`config.mk`:
```
export PLATFORM = sky130hd
export DESIGN_NAME = mips_debug_unit_flat
export DESIGN_NICKNAME = d
export VERILOG_FILES = /design/src/rtl/mips_debug_pkg.sv /design/src/rtl/mips_debug_unit_if.sv /design/src/rtl/mips_debug_unit_cmd_sync.sv /design/src/rtl/mips_debug_unit.sv /design/src/flat_wrapper.sv
export SDC_FILE = /design/constraint.sdc
export NUM_CORES = 1
export LEC_CHECK = 0
export ABC_AREA = 1
export CELL_PAD_IN_SITES_DETAIL_PLACEMENT = 1
export CELL_PAD_IN_SITES_GLOBAL_PLACEMENT = 2
export CORE_UTILIZATION = 32
export CTS_BUF_LIST = sky130_fd_sc_hd__clkbuf_4 sky130_fd_sc_hd__clkbuf_8 sky130_fd_sc_hd__clkbuf_16
export CTS_CLUSTER_SIZE = 10
export DETAILED_ROUTE_END_ITERATION = 7
export HOLD_SLACK_MARGIN = 0.05
export PLACE_DENSITY = 0.82
export SYNTH_ARGS = -nofsm -noshare
export SYNTH_HDL_FRONTEND = slang
export SYNTH_SLANG_ARGS = --single-unit
```
`constraint.sdc`:
```
create_clock -name i_clock -period 14 [get_ports i_clock]
set_input_delay 3.5 -clock i_clock [delete_from_list [all_inputs] [get_ports i_clock]]
set_output_delay 3.5 -clock i_clock [all_outputs]
set_load 0.01 [all_outputs]
```
`src/rtl/mips_debug_pkg.sv`:
```
// mips_debug_pkg: shared constants for the MIPS debug unit.
//   Frame layout from MicroBlaze: {code[6], valid[1], addr_type[9], address[16]}
//   Response layout to MicroBlaze: {code[6], ready[1], 9'b0, payload[16]}
package mips_debug_pkg;

  localparam int NB_CONTROL_FRAME = 32;
  localparam int NB_CODE          = 6;
  localparam int NB_ADDR_TYPE     = 9;
  localparam int NB_ADDR_DATA     = 16;
  localparam int NB_INSTR_ADDR    = 9;
  localparam int NB_DATA          = 32;

  // frame field offsets
  localparam int ADDR_LSB  = 0;
  localparam int TYPE_LSB  = 16;
  localparam int VALID_BIT = 25;
  localparam int CODE_LSB  = 26;

  // command / response codes
  localparam logic [NB_CODE-1:0] CODE_START          = 6'b000001;
  localparam logic [NB_CODE-1:0] CODE_RESET          = 6'b000010;
  localparam logic [NB_CODE-1:0] CODE_REQ_DATA       = 6'b000011;
  localparam logic [NB_CODE-1:0] CODE_LOAD_INSTR_LSB = 6'b000100;
  localparam logic [NB_CODE-1:0] CODE_LOAD_INSTR_MSB = 6'b000101;
  localparam logic [NB_CODE-1:0] CODE_MODE_GET       = 6'b001000;
  localparam logic [NB_CODE-1:0] CODE_MODE_SET_CONT  = 6'b001001;
  localparam logic [NB_CODE-1:0] CODE_MODE_SET_STEP  = 6'b001010;
  localparam logic [NB_CODE-1:0] CODE_STEP           = 6'b100000;
  localparam logic [NB_CODE-1:0] CODE_GOT_DATA       = 6'b100100;
  localparam logic [NB_CODE-1:0] CODE_GIB_DATA       = 6'b100101;
  localparam logic [NB_CODE-1:0] CODE_ERR            = 6'b111111;

  // one-hot read-mux selectors carried in addr_type
  localparam logic [NB_ADDR_TYPE-1:0] REQ_REG    = 9'b000000001;
  localparam logic [NB_ADDR_TYPE-1:0] REQ_DMEM   = 9'b000000010;
  localparam logic [NB_ADDR_TYPE-1:0] REQ_PC     = 9'b000000100;
  localparam logic [NB_ADDR_TYPE-1:0] REQ_IF_ID  = 9'b000001000;
  localparam logic [NB_ADDR_TYPE-1:0] REQ_ID_EX  = 9'b000010000;
  localparam logic [NB_ADDR_TYPE-1:0] REQ_EX_MEM = 9'b000100000;
  localparam logic [NB_ADDR_TYPE-1:0] REQ_MEM_WB = 9'b001000000;
  localparam logic [NB_ADDR_TYPE-1:0] REQ_IMEM   = 9'b010000000;
  localparam logic [NB_ADDR_TYPE-1:0] REQ_CYCLES = 9'b100000000;

  typedef enum logic [2:0] {
    S_IDLE, S_RUN_CONT, S_RUN_STEP, S_HALTED, S_RD_WAIT, S_RD_LO, S_RD_HI
  } state_t;

  function automatic logic [NB_CONTROL_FRAME-1:0] mk_resp(
    input logic [NB_CODE-1:0] code, input logic ready, input logic [NB_ADDR_DATA-1:0] payload);
    return {code, ready, 9'b0, payload};
  endfunction

endpackage

```
`src/rtl/mips_debug_unit_if.sv`:
```
// mips_debug_unit_if: MicroBlaze frame link, pipeline control, instruction
// memory write port and debug read-mux port of the debug unit.
//   master: drives frame, halt and read data (MicroBlaze / pipeline side)
//   slave : the debug unit
interface mips_debug_unit_if;
  import mips_debug_pkg::*;

  logic [NB_CONTROL_FRAME-1:0] i_frame_from_blaze;
  logic                        i_halt;
  logic [NB_DATA-1:0]          i_read_data;
  logic [NB_CONTROL_FRAME-1:0] o_frame_to_blaze;
  logic                        o_pipe_enable;
  logic                        o_pipe_reset;
  logic                        o_instr_we;
  logic [NB_INSTR_ADDR-1:0]    o_instr_addr;
  logic [NB_DATA-1:0]          o_instr_data;
  logic [NB_ADDR_TYPE-1:0]     o_read_type;
  logic [NB_ADDR_DATA-1:0]     o_read_addr;
  logic                        o_mode_step;

  modport master (
    output i_frame_from_blaze, i_halt, i_read_data,
    input  o_frame_to_blaze, o_pipe_enable, o_pipe_reset, o_instr_we, o_instr_addr,
           o_instr_data, o_read_type, o_read_addr, o_mode_step
  );

  modport slave (
    input  i_frame_from_blaze, i_halt, i_read_data,
    output o_frame_to_blaze, o_pipe_enable, o_pipe_reset, o_instr_we, o_instr_addr,
           o_instr_data, o_read_type, o_read_addr, o_mode_step
  );
endinterface

```
`src/rtl/mips_debug_unit_cmd_sync.sv`:
```
// debug_cmd_sync: registers the incoming frame and edge-detects its valid bit
// so a frame held valid for many cycles produces a single cmd_strobe.
//   frame      : raw frame from MicroBlaze
//   cmd_strobe : one cycle on the first registered cycle of a valid frame
//   cmd_code / cmd_type / cmd_addr : fields of the registered frame
module debug_cmd_sync
  import mips_debug_pkg::*;
(
  input  logic                        i_clock,
  input  logic                        i_reset,
  input  logic [NB_CONTROL_FRAME-1:0] frame,
  output logic                        cmd_strobe,
  output logic [NB_CODE-1:0]          cmd_code,
  output logic [NB_ADDR_TYPE-1:0]     cmd_type,
  output logic [NB_ADDR_DATA-1:0]     cmd_addr
);
  logic [NB_CONTROL_FRAME-1:0] frame_q;
  logic                        valid_qq;

  always_ff @(posedge i_clock or posedge i_reset) begin
    if (i_reset) begin
      frame_q  <= '0;
      valid_qq <= 1'b0;
    end else begin
      frame_q  <= frame;
      valid_qq <= frame_q[VALID_BIT];
    end
  end

  assign cmd_strobe = frame_q[VALID_BIT] & ~valid_qq;
  assign cmd_code   = frame_q[CODE_LSB +: NB_CODE];
  assign cmd_type   = frame_q[TYPE_LSB +: NB_ADDR_TYPE];
  assign cmd_addr   = frame_q[ADDR_LSB +: NB_ADDR_DATA];
endmodule

```
`src/rtl/mips_debug_unit.sv`:
```
// mips_debug_unit: command sequencer between the MicroBlaze frame link and the
// MIPS pipeline. Decodes frames, drives pipeline reset/enable/step, writes
// instruction memory in 16-bit halves and returns 32-bit debug words in two
// 16-bit halves.
//   i_clock, i_reset : clock, asynchronous active-high reset
//   dbg (slave)      : frame link, pipeline control, imem write, read-mux port
// All outputs are registered: an action shows two edges after the frame is
// first sampled.
module mips_debug_unit
  import mips_debug_pkg::*;
(
  input logic              i_clock,
  input logic              i_reset,
  mips_debug_unit_if.slave dbg
);
  logic                      cmd_strobe;
  logic [NB_CODE-1:0]        cmd_code;
  logic [NB_ADDR_TYPE-1:0]   cmd_type;
  logic [NB_ADDR_DATA-1:0]   cmd_addr;

  state_t                      state_q, state_n, ret_q, ret_n;
  logic                        mode_q, mode_n;
  logic [NB_ADDR_DATA-1:0]     lo_q, lo_n;
  logic                        lo_valid_q, lo_valid_n;
  logic [NB_INSTR_ADDR-1:0]    waddr_q, waddr_n, iaddr_q, iaddr_n;
  logic [NB_DATA-1:0]          shadow_q, shadow_n, idata_q, idata_n;
  logic [NB_CONTROL_FRAME-1:0] resp_q, resp_n;
  logic [NB_ADDR_TYPE-1:0]     rtype_q, rtype_n;
  logic [NB_ADDR_DATA-1:0]     raddr_q, raddr_n;
  logic                        en_q, en_n, prst_q, prst_n, we_q, we_n;
  logic                        step_pulse, err, idle_or_halted;

  debug_cmd_sync u_sync (
    .i_clock    (i_clock),
    .i_reset    (i_reset),
    .frame      (dbg.i_frame_from_blaze),
    .cmd_strobe (cmd_strobe),
    .cmd_code   (cmd_code),
    .cmd_type   (cmd_type),
    .cmd_addr   (cmd_addr)
  );

  assign idle_or_halted = (state_q == S_IDLE) || (state_q == S_HALTED);

  always_ff @(posedge i_clock or posedge i_reset) begin
    if (i_reset) begin
      state_q <= S_IDLE;  ret_q <= S_IDLE;  mode_q <= 1'b0;
      lo_q <= '0;  lo_valid_q <= 1'b0;  waddr_q <= '0;  shadow_q <= '0;
      resp_q <= '0;  iaddr_q <= '0;  idata_q <= '0;  rtype_q <= '0;  raddr_q <= '0;
      en_q <= 1'b0;  prst_q <= 1'b0;  we_q <= 1'b0;
    end else begin
      state_q <= state_n;  ret_q <= ret_n;  mode_q <= mode_n;
      lo_q <= lo_n;  lo_valid_q <= lo_valid_n;  waddr_q <= waddr_n;  shadow_q <= shadow_n;
      resp_q <= resp_n;  iaddr_q <= iaddr_n;  idata_q <= idata_n;  rtype_q <= rtype_n;
      raddr_q <= raddr_n;  en_q <= en_n;  prst_q <= prst_n;  we_q <= we_n;
    end
  end

  always_comb begin
    state_n = state_q;  ret_n = ret_q;  mode_n = mode_q;
    lo_n = lo_q;  lo_valid_n = lo_valid_q;  waddr_n = waddr_q;  shadow_n = shadow_q;
    resp_n = resp_q;  iaddr_n = iaddr_q;  idata_n = idata_q;
    rtype_n = rtype_q;  raddr_n = raddr_q;
    prst_n = 1'b0;  we_n = 1'b0;  step_pulse = 1'b0;  err = 1'b0;

    if (cmd_strobe && cmd_code == CODE_RESET) begin
      // RESET wins over everything, including a pending halt or readout
      state_n = S_IDLE;
      prst_n  = 1'b1;
      resp_n  = mk_resp(CODE_RESET, 1'b1, '0);
    end else if (state_q == S_RD_WAIT) begin
      // read mux has had one cycle to settle on rtype_q/raddr_q; a new strobe
      // cannot land here because valid must drop between frames
      shadow_n = dbg.i_read_data;
      state_n  = S_RD_LO;
      resp_n   = mk_resp(CODE_REQ_DATA, 1'b1, dbg.i_read_data[15:0]);
    end else if (cmd_strobe) begin
      resp_n = mk_resp(cmd_code, 1'b1, '0);
      case (cmd_code)
        CODE_START:
          if (state_q == S_IDLE) state_n = mode_q ? S_RUN_STEP : S_RUN_CONT;
          else err = 1'b1;
        CODE_STEP:
          if (state_q == S_RUN_STEP) step_pulse = 1'b1;
          else err = 1'b1;
        CODE_MODE_GET:
          resp_n = mk_resp(CODE_MODE_GET, 1'b1, {15'b0, mode_q});
        CODE_MODE_SET_CONT, CODE_MODE_SET_STEP:
          if (idle_or_halted) mode_n = (cmd_code == CODE_MODE_SET_STEP);
          else err = 1'b1;
        CODE_LOAD_INSTR_LSB:
          if (idle_or_halted) begin
            lo_n = cmd_addr;  waddr_n = cmd_type;  lo_valid_n = 1'b1;
          end else err = 1'b1;
        CODE_LOAD_INSTR_MSB:
          if (idle_or_halted && lo_valid_q) begin
            idata_n = {cmd_addr, lo_q};  iaddr_n = waddr_q;
            we_n = 1'b1;  lo_valid_n = 1'b0;
          end else err = 1'b1;
        CODE_REQ_DATA:
          if (idle_or_halted || state_q == S_RUN_STEP) begin
            rtype_n = cmd_type;  raddr_n = cmd_addr;
            ret_n = state_q;  state_n = S_RD_WAIT;
            resp_n = resp_q;  // answer is produced once the data is captured
          end else err = 1'b1;
        CODE_GIB_DATA:
          if (state_q == S_RD_LO) begin
            state_n = S_RD_HI;
            resp_n  = mk_resp(CODE_GIB_DATA, 1'b1, shadow_q[31:16]);
          end else err = 1'b1;
        CODE_GOT_DATA:
          if (state_q == S_RD_LO || state_q == S_RD_HI) begin
            state_n = ret_q;
            resp_n  = mk_resp(CODE_GOT_DATA, 1'b0, '0);
          end else err = 1'b1;
        default: err = 1'b1;
      endcase
      if (err) resp_n = mk_resp(CODE_ERR, 1'b1, {10'b0, cmd_code});
    end else if (dbg.i_halt && (state_q == S_RUN_CONT || state_q == S_RUN_STEP)) begin
      // a step pulse already on the output completes on its own
      state_n = S_HALTED;
    end

    en_n = (state_n == S_RUN_CONT) | step_pulse;
  end

  assign dbg.o_frame_to_blaze = resp_q;
  assign dbg.o_pipe_enable    = en_q;
  assign dbg.o_pipe_reset     = prst_q;
  assign dbg.o_instr_we       = we_q;
  assign dbg.o_instr_addr     = iaddr_q;
  assign dbg.o_instr_data     = idata_q;
  assign dbg.o_read_type      = rtype_q;
  assign dbg.o_read_addr      = raddr_q;
  assign dbg.o_mode_step      = mode_q;
endmodule
```
`src/flat_wrapper.sv`:
```
// flat-port wrapper written by rule: the top's interface ports become plain ports
module mips_debug_unit_flat import mips_debug_pkg::*;
  (i_clock, i_reset, dbg_i_frame_from_blaze, dbg_i_halt, dbg_i_read_data, dbg_o_frame_to_blaze, dbg_o_pipe_enable, dbg_o_pipe_reset, dbg_o_instr_we, dbg_o_instr_addr, dbg_o_instr_data, dbg_o_read_type, dbg_o_read_addr, dbg_o_mode_step);
  mips_debug_unit_if dbg_i ();
  input logic i_clock;
  input logic i_reset;
  input wire logic [$bits(dbg_i.i_frame_from_blaze)-1:0] dbg_i_frame_from_blaze;
  input wire logic [$bits(dbg_i.i_halt)-1:0] dbg_i_halt;
  input wire logic [$bits(dbg_i.i_read_data)-1:0] dbg_i_read_data;
  output wire logic [$bits(dbg_i.o_frame_to_blaze)-1:0] dbg_o_frame_to_blaze;
  output wire logic [$bits(dbg_i.o_pipe_enable)-1:0] dbg_o_pipe_enable;
  output wire logic [$bits(dbg_i.o_pipe_reset)-1:0] dbg_o_pipe_reset;
  output wire logic [$bits(dbg_i.o_instr_we)-1:0] dbg_o_instr_we;
  output wire logic [$bits(dbg_i.o_instr_addr)-1:0] dbg_o_instr_addr;
  output wire logic [$bits(dbg_i.o_instr_data)-1:0] dbg_o_instr_data;
  output wire logic [$bits(dbg_i.o_read_type)-1:0] dbg_o_read_type;
  output wire logic [$bits(dbg_i.o_read_addr)-1:0] dbg_o_read_addr;
  output wire logic [$bits(dbg_i.o_mode_step)-1:0] dbg_o_mode_step;
  assign dbg_i.i_frame_from_blaze = dbg_i_frame_from_blaze;
  assign dbg_i.i_halt = dbg_i_halt;
  assign dbg_i.i_read_data = dbg_i_read_data;
  assign dbg_o_frame_to_blaze = dbg_i.o_frame_to_blaze;
  assign dbg_o_pipe_enable = dbg_i.o_pipe_enable;
  assign dbg_o_pipe_reset = dbg_i.o_pipe_reset;
  assign dbg_o_instr_we = dbg_i.o_instr_we;
  assign dbg_o_instr_addr = dbg_i.o_instr_addr;
  assign dbg_o_instr_data = dbg_i.o_instr_data;
  assign dbg_o_read_type = dbg_i.o_read_type;
  assign dbg_o_read_addr = dbg_i.o_read_addr;
  assign dbg_o_mode_step = dbg_i.o_mode_step;
  mips_debug_unit u_core (.i_clock(i_clock), .i_reset(i_reset), .dbg(dbg_i));
endmodule
```
==> results of run 1 <==
-- report_power, final --
part	leakage [uW]	switching, uW	internal [uW]	total [uW]
combinational	0.00187	101	88.9	190
clock	0.000306	222	273	495
sequential	0.00224	29.5	547	577
total	0.00442	352	909	1260
-- worst paths after layout --
kind | to | startpoint | slack (ns) | cells past startpoint
min in group asynchronous | u_core.dbg.o_instr_data[20] | i_reset | 3.57 | 2
hold / removal | u_core.u_sync.valid_qq | u_core.u_sync.frame_q[25] | 0.38 | 0
setup reg to reg | u_core.lo_q[1] | u_core.u_sync.frame_q[30] | 11.38 | 7
max in group asynchronous | u_core.dbg.o_frame_to_blaze[5] | i_reset | 9.26 | 3
setup / recovery | dbg_o_mode_step | u_core.dbg.o_mode_step | 9.11 | 1
hold reg to reg | u_core.u_sync.valid_qq | u_core.u_sync.frame_q[25] | 0.38 | 0
-- routing by layer --
layer,vias to the layer above,GRT usage [%],share of wire (%)
met2,137,26.88,45
met5,-,0,0
met4,0,5.455,1.6
met1,2539,22.30,46
met3,16,6.030,7.2
li1,2639,-,-
-- final cells by class --
cell class	count	area (um^2)	share of cell area [%]
sequential	174	4354	46.08
clock inverter	15	195.2	2.066
inverter	62	240.2	2.542
timing repair buffer	166	1644	17.40
tap	275	344.1	3.641
multi-input combinational	469	2246	23.77
clock buffer	17	425.4	4.502
-- synth_stat cells (2+ instances only) --
library cell / number
sky130_fd_sc_hd__inv_1: 53
sky130_fd_sc_hd__nand4_1: 5
sky130_fd_sc_hd__buf_4: 12
sky130_fd_sc_hd__nand3_2: 5
sky130_fd_sc_hd__mux2_2: 12
sky130_fd_sc_hd__nor3_1: 2
sky130_fd_sc_hd__a21oi_1: 9
sky130_fd_sc_hd__buf_2: 9
sky130_fd_sc_hd__nand3_1: 38
sky130_fd_sc_hd__o21ai_1: 12
sky130_fd_sc_hd__clkinv_2: 2
sky130_fd_sc_hd__nand2_4: 2
sky130_fd_sc_hd__a21oi_2: 3
sky130_fd_sc_hd__or2_2: 2
sky130_fd_sc_hd__inv_2: 7
sky130_fd_sc_hd__nor2_4: 2
sky130_fd_sc_hd__o21ai_0: 70
sky130_fd_sc_hd__nand2_1: 218
sky130_fd_sc_hd__nor2_1: 45
sky130_fd_sc_hd__nor2_2: 7
sky130_fd_sc_hd__buf_6: 4
sky130_fd_sc_hd__nand2_2: 8
sky130_fd_sc_hd__a31oi_1: 12
sky130_fd_sc_hd__clkbuf_1: 12
sky130_fd_sc_hd__dfrtp_1: 174
sky130_fd_sc_hd__mux2_1: 2
-- registers in the layout, summed over array words and instances (netlist names), 3 cells and up --
name / count
u_core.dbg.o_instr_addr: 9
u_core.dbg.o_read_addr: 16
u_core.state_q: 3
u_core.dbg.o_frame_to_blaze: 23
u_core.shadow_q: 16
u_core.waddr_q: 9
u_core.dbg.o_read_type: 9
u_core.dbg.o_instr_data: 32
u_core.ret_q: 3
u_core.u_sync.frame_q: 32
u_core.lo_q: 16
-- cells by family after synthesis --
family / count (synthesis) / share of synthesized area [%]
and+or+nand+nor: 337 / 20.79
muxes: 14 / 2.243
AOI/OAI and AO/OA: 109 / 8.366
buffers and inverters: 100 / 6.604
other: 1 / 0.05335
DFF: 174 / 61.94
-- stage by stage --
stage | utilization [%] | hold WS [ns] | total power [uW] | cells
3_5_place_dp | 41.47 | 0.3632 | 780.9 | 1146
3_3_place_gp | 41.47 | 0.3632 | 775.4 | 1146
4_1_cts | 44.39 | 0.3788 | 1283 | 1178
2_1_floorplan | - | 0.3537 | 686.4 | 743
6_report | 44.39 | 0.3757 | 1262 | 1178
5_1_grt | 44.39 | 0.3972 | 1329 | 1178
==> flow_summary.toml, run 1 <==
[yosys]
ys_seq_area_share_pct = 61.94
synthesis.area_um2 = 7029
syn_avg_cell_area_um2 = 9.564
synth_enable_flop_cells = 0
ys_dominant_reg_cell = "sky130_fd_sc_hd__dfrtp_1"
ys_top_cells_by_area = "sky130_fd_sc_hd__dfrtp_1 (62%), sky130_fd_sc_hd__nand2_1 (12%), sky130_fd_sc_hd__o21ai_0 (5.0%)"
netlist_instances = 735
async_s_r_ff_share_synth_pct = 100.0
fraction_of_synthesized_cell_area_taken_by_the_top_area_cell_type_pct = 61.94
synth.largest_area_cell = "sky130_fd_sc_hd__dfrtp_1"
synth.yosys.warnings = 0
postSynthRegisterBits = 174
yosys.cell_types.count = 34

[hold_path]
hp-class = "register to register"

[critical_path]
cpPeakStageDelay_ns = 0.56
worstSetupStartpointType = "register"
setup.worst_path.end_class = "primary output"
worstPathMaxFanout = 4
critical_path.top_delay_family = "buffers and inverters"
timing.setup.critical_path_class = "register to primary output"
critPathBufInv = 1
worst_path_max_delay_cell = "sky130_fd_sc_hd__clkdlybuf4s50_1"
cp.required_ns = 10.50
crit_chain = "clkdlybuf4s50_1"
crit_path_dat_ns = 1.39

[grt]
grt_pass1_wl_mm = 29.59
antenna_violations_before_repair = 0
globalRouteTotalUtil_pct = 17.21
global_route.overflow_total = 0
grt_start_max_net_pins = 76
via_count_of_the_first_global_routing_pass = 5620

[final_layout]
drive_above_1_share_pct = 10.41
total_nets_final = 957
mostFrequentLayoutCells = "sky130_fd_sc_hd__nand2_1 (218), sky130_fd_sc_hd__dfrtp_1 (174), sky130_fd_sc_hd__clkdlybuf4s50_1 (159), sky130_fd_sc_hd__o21ai_0 (70), sky130_fd_sc_hd__inv_1 (52)"
n_antenna_cell = 0
fillerInstances = 2400
synthToLayoutAreaGrowth_pct = 34.43
final_cell_area_um2 = 9449
mostFrequentLayoutCell = "sky130_fd_sc_hd__nand2_1"

[clocking]
tritoncts.num_buffers = 17
cts_setup_buffers = 0
clk-insertion-delay-late_ns = 0.43
clock_path_buffers = 2
cts_tree = "done"
post_cts_resized = 0
clkSlewWorstSetupHoldPaths_ns = 0.07
cts_root_buf = "sky130_fd_sc_hd__clkbuf_16"
cts.sinks = 174
htree_num_levels = 4
cts_hold_repair.buffers = 0

[timing]
tns_ns = 0
max_slew.worst_pin.slew_ns = 0.9540
grt_setup_unrepaired = "no"
clock-skew-final_ns = 0.01075
final_max_slew_viol_count = 0
slew_headroom_pct = 36.21
timing_hold_violations_final = 0
final.period_utilization_pct = 34.94
finalSetupViolations = 0
timing.final.ws_setup_ns = 9.108
finalCriticalPeriod_ns = 4.892
max_clock_freq_ghz = 0.2044

[detailed_routing]
via_count = 5331
detail_route.iter0.violations = 191
route.detailed.drc = 0
route.detailed.vias_per_inst = 4.525
final_antenna_net_count = 0
dr.pass1.iters = 4
wl_per_cell_um = 15.59
detail_route.wirelength_mm = 18.36

[floorplanning]
floorplan.initialDensity_pct = 33.02
floorplan.die.height_um = 150.2
die-area_um2 = 22560
design.portCount = 169
coreArea_um2 = 21290
floorplan.die.width_um = 150.2
std_cell_rows = 53

[run]
max_cap_violations = 0

[power]
power-per-cell-area_nw_per_um2 = 133.5
power.static_leakage_uw = 0.004417
max-vdd-ir-drop_mv = 0.08135

[outcome]
run_status = "completed"

[place]
post-dp-hpwl_mm = 12.67
buffer_ports.inserted = 159
place_area_um2 = 8828
gp_congestion = 0.8111
place_worst_setup_slack_ns = 8.684
No activity file was read; power rests on OpenSTA's default activity.
==> run 2, diff against run 1 <==
Settings changed: CORE_UTILIZATION 32 to 30, PLACE_DENSITY 0.82 to 0.77.
Clock period 14 ns to 4.59 ns, I/O delays scaled along.
==> flow_summary.toml, run 2 (synthesis results as in run 1) <==
[outcome]
run_status = "completed"

[detailed_routing]
route.detailed.drc = 0
final_antenna_net_count = 0
via_count = 5327
wl_per_cell_um = 15.42
dr.pass1.iters = 4
route.detailed.vias_per_inst = 4.384
detail_route.iter0.violations = 234
detail_route.wirelength_mm = 18.73

[final_layout]
n_antenna_cell = 0
combined_area_of_the_multi_input_logic_cells_um2 = 2246
synthToLayoutAreaGrowth_pct = 34.48
mostFrequentLayoutCell = "sky130_fd_sc_hd__nand2_1"
sequential_cell_area_um2 = 4354
mostFrequentLayoutCells = "sky130_fd_sc_hd__nand2_1 (218), sky130_fd_sc_hd__dfrtp_1 (174), sky130_fd_sc_hd__clkdlybuf4s50_1 (159), sky130_fd_sc_hd__o21ai_0 (70), sky130_fd_sc_hd__inv_1 (52)"
fillerInstances = 2552
drive_above_1_share_pct = 10.31
total_nets_final = 957

[critical_path]
register_to_register_setup_slack_ns = 1.88
critPathBufInv = 2
crit_chain = "inv_1 -> nor2_1 -> nand3_2 -> nand2_2 -> clkinv_2 -> nand3_4 -> nor3_4 -> nand2_1 -> nand2_1"
worst_path_max_delay_cell = "sky130_fd_sc_hd__nor2_1"
cp_common_cell = "sky130_fd_sc_hd__nand2_1"
crit_path_dat_ns = 3.03
setup.worst_path.end_class = "register"
timing.setup.critical_path_class = "register to register"
worstSetupStartpointType = "register"
worstPathMaxFanout = 26
cpPeakStageDelay_ns = 0.69
critical_path.top_delay_family = "simple AND/OR/NAND/NOR gates"
cp.required_ns = 4.91

[timing]
timing_hold_violations_final = 0
finalCriticalPeriod_ns = 2.710
final_max_slew_viol_count = 0
tns_ns = 0
slew_headroom_pct = 27.21
clock-skew-final_ns = 0.01028
holdWs_ns = 0.3875
final.period_utilization_pct = 59.04
max_slew.worst_pin.slew_ns = 1.088
max_clock_freq_ghz = 0.3690
finalSetupViolations = 0
grt_setup_unrepaired = "no"

[run]
max_cap_violations = 0

[clocking]
clock_path_buffers = 2
cts_hold_repair.buffers = 0
cts_tree = "done"
clk-insertion-delay-late_ns = 0.43
tritoncts.num_buffers = 17
htree_num_levels = 4
post_cts_resized = 0
cts_setup_buffers = 0
clkSlewWorstSetupHoldPaths_ns = 0.07
cts_root_buf = "sky130_fd_sc_hd__clkbuf_16"
cts.sinks = 174

[power]
max-vdd-ir-drop_mv = 0.2310
power.static_leakage_uw = 0.004387
power-per-cell-area_nw_per_um2 = 398.3

[place]
post-dp-hpwl_mm = 13.13
buffer_ports.inserted = 159
gp_congestion = 0.8474

[hold_path]
hp-class = "register to register"

[floorplanning]
floorplan.die.height_um = 155.1
std_cell_rows = 55
design.portCount = 169
floorplan.initialDensity_pct = 30.86
die-area_um2 = 24050
floorplan.die.width_um = 155.1
coreArea_um2 = 22780

[grt]
antenna_violations_before_repair = 0
globalRouteTotalUtil_pct = 16.62
global_route.overflow_total = 0
via_count_of_the_first_global_routing_pass = 5747
grt_start_max_net_pins = 88
grt_pass1_wl_mm = 30.78
run 2: cell count changes in the layout (fill, tap and decap cells not counted), moves of 2 or more:
cell,previous run,this run
sky130_fd_sc_hd__clkinv_4,3,1
sky130_fd_sc_hd__clkinv_2,3,5
sky130_fd_sc_hd__clkinvlp_4,0,3
sky130_fd_sc_hd__clkinv_8,2,0
sky130_fd_sc_hd__inv_8,4,2
run 2: layer usage:
metal,wire length (um),GRT usage (%),up-vias
met5,0,0,-
met4,303,5.281,0
li1,-,-,2636
met1,8283,20.51,2538
met3,1385,6.045,22
met2,8761,27.01,131
run 2: final timing paths:
path / start / end / cells after the start
max: u_core.u_sync.frame_q[25] / u_core.dbg.o_instr_addr[6] / 9
min: u_core.u_sync.frame_q[25] / u_core.u_sync.valid_qq / 0
max reg2reg: u_core.u_sync.frame_q[25] / u_core.dbg.o_instr_addr[6] / 9
min reg2reg: u_core.u_sync.frame_q[25] / u_core.u_sync.valid_qq / 0
max in group asynchronous: i_reset / u_core.waddr_q[1] / 3
min in group asynchronous: i_reset / u_core.lo_q[11] / 2
run 2: worst reg2reg max path, delay by kind of cell, from the launching register on:
family / cells / cell delay, ns
flip-flops: 1 / 0.34
AND/OR/NAND/NOR: 7 / 2.02
buffers and inverters: 2 / 0.23
run 2: through the flow:
stage / std cells / area [um^2] / setup WS (ns) / power [uW] / util [%]
final: 1215 / 9453 / 1.880 / 3765 / 41.50
after global routing: 1215 / 9453 / 1.543 / 3965 / 41.50
after CTS: 1215 / 9453 / 1.818 / 3831 / 41.50
after detailed placement: 1184 / 8887 / 1.833 / 2390 / 39.02
after global placement: 1184 / 8887 / 1.915 / 2380 / 39.02
after floorplan: 743 / 7063 / 1.218 / 2094 / -
run 2: power by group:
part / total (uW) / leakage [uW] / internal [uW] / switching [uW]
registers: 1760 / 0.00224 / 1670 / 91.8
logic: 588 / 0.00187 / 273 / 315
clock network: 1420 / 0.000277 / 771 / 644
run 2: layout make-up:
type	count	area share (%)
inverter	62	2.528
clock buffer	18	4.646
clock inverter	13	1.337
timing repair buffer	166	17.52
tap	313	4.143
multi-input combinational	469	23.76
sequential	174	46.06
==> run 3, diff against run 2 <==
Clock period 4.59 ns to 2.8 ns, I/O delays scaled along.
==> flow_summary.toml, run 3 (synthesis results as in run 1) <==
[clocking]
cts_tree = "done"
post_cts_resized = 0
cts_root_buf = "sky130_fd_sc_hd__clkbuf_16"
clkSlewWorstSetupHoldPaths_ns = 0.07
clk-insertion-delay-late_ns = 0.43
htree_num_levels = 4
cts_setup_buffers = 0
tritoncts.num_buffers = 17
cts.sinks = 174
clock_path_buffers = 2
cts_hold_repair.buffers = 0

[power]
power.static_leakage_uw = 0.004440
power-per-cell-area_nw_per_um2 = 651.8
max-vdd-ir-drop_mv = 0.3316

[final_layout]
total_nets_final = 963
n_antenna_cell = 0
drive_above_1_share_pct = 11.00
mostFrequentLayoutCells = "sky130_fd_sc_hd__nand2_1 (218), sky130_fd_sc_hd__dfrtp_1 (174), sky130_fd_sc_hd__clkdlybuf4s50_1 (159), sky130_fd_sc_hd__o21ai_0 (70), sky130_fd_sc_hd__inv_1 (52)"
post-route-util_pct = 41.97
mostFrequentLayoutCell = "sky130_fd_sc_hd__nand2_1"
post_layout_nonfiller_instances = 1222
synthToLayoutAreaGrowth_pct = 36.01

[timing]
max_slew.worst_pin.slew_ns = 0.6013
finalSetupViolations = 0
finalCriticalPeriod_ns = 2.224
grt_setup_unrepaired = "no"
max_clock_freq_ghz = 0.4497
clock-skew-final_ns = 0.01050
final.period_utilization_pct = 79.41
final_max_slew_viol_count = 0
tns_ns = 0
holdWs_ns = 0.3823
timing_hold_violations_final = 0
slew_headroom_pct = 59.91

[detailed_routing]
dr.pass1.iters = 4
detail_route.iter0.violations = 363
via_count = 5379
final_antenna_net_count = 0
route.detailed.drc = 0
wl_per_cell_um = 14.89
route.detailed.vias_per_inst = 4.402
detail_route.wirelength_mm = 18.20

[floorplanning]
floorplan.die.width_um = 155.1
die-area_um2 = 24050
coreArea_um2 = 22780
design.portCount = 169
std_cell_rows = 55
floorplan.initialDensity_pct = 30.86
floorplan.die.height_um = 155.1

[place]
gp_congestion = 0.8191
buffer_ports.inserted = 159
placedCellCount = 1190
post-dp-hpwl_mm = 12.71

[grt]
grt_start_max_net_pins = 70
antenna_violations_before_repair = 0
globalRouteTotalUtil_pct = 16.21
grt_pass1_wl_mm = 30.37
via_count_of_the_first_global_routing_pass = 5759
global_route.overflow_total = 0

[critical_path]
worst_path_max_delay_cell = "sky130_fd_sc_hd__dfrtp_1"
crit_path_dat_ns = 2.54
cpPeakStageDelay_ns = 0.45
worstPathMaxFanout = 23
timing.setup.critical_path_class = "register to register"
crit_chain = "nor2_2 -> nand2_2 -> clkinv_2 -> nor2_2 -> a21oi_4 -> buf_4 -> nand2_1 -> inv_1 -> nand3_1 -> nand2_1 -> inv_1"
register_to_register_setup_slack_ns = 0.58
worstSetupStartpointType = "register"
setup.worst_path.end_class = "register"
cp.required_ns = 3.12

[hold_path]
hp-class = "register to register"

[outcome]
run_status = "completed"

[run]
max_cap_violations = 0
[run 3: cell count changes in the layout (fill, tap and decap cells not counted), sizes merged]
cell,before,now
buf,7,13
bufinv,1,0
clkbuf,18,17
clkinv,6,7
inv,65,67
[run 3: worst max-delay path: cells and delay by family, from the launching register on]
kind | cells | cell delay (ns)
buffers and inverters | 4 | 0.66
and+or+nand+nor | 6 | 0.65
DFF | 1 | 0.45
AOI/OAI and AO/OA | 1 | 0.35
[run 3: cell type report]
type,count,area [um^2]
clock buffers,17,425.4
clock inverters,15,165.2
fillers,2583,13220
inverters,62,239.0
multi-input cells,469,2246
flip-flops and latches,174,4354
well taps,313,391.6
repair buffers,172,1739
[run 3: worst paths after layout]
| kind | startpoint | to | cells past startpoint |
|---|---|---|---|
| worst max-delay path | u_core.state_q[0] | u_core.dbg.o_frame_to_blaze[1] | 11 |
| max in group asynchronous | i_reset | u_core.dbg.o_pipe_reset | 3 |
| worst min-delay path | u_core.u_sync.frame_q[25] | u_core.u_sync.valid_qq | 0 |
| worst max register to register | u_core.state_q[0] | u_core.dbg.o_frame_to_blaze[1] | 11 |
| min in group asynchronous | i_reset | u_core.lo_q[4] | 2 |
| worst min register to register | u_core.u_sync.frame_q[25] | u_core.u_sync.valid_qq | 0 |
[run 3: metrics by stage]
stage / worst slack, ns / total power (uW) / area [um^2]
after CTS: 0.5735 / 6338 / 9560
after detailed placement: 0.6142 / 3913 / 8970
after global routing: 0.3372 / 6558 / 9560
after floorplan: -0.1247 / 3433 / 7063
final: 0.5764 / 6232 / 9560
after global placement: 0.6702 / 3904 / 8970
[run 3: metal layers]
metal | routed length (um) | global-route usage, % | vias to the layer above
li1 | - | - | 2642
met1 | 8624 | 21.02 | 2596
met2 | 8266 | 25.98 | 126
met3 | 1114 | 5.097 | 15
met4 | 191 | 4.573 | 0
met5 | 0 | 0 | -
[run 3: power by group]
group / total [uW] / internal (uW) / switching (uW)
Combinational: 973 / 455 / 518
Sequential: 2880 / 2740 / 149
Clock: 2370 / 1200 / 1170
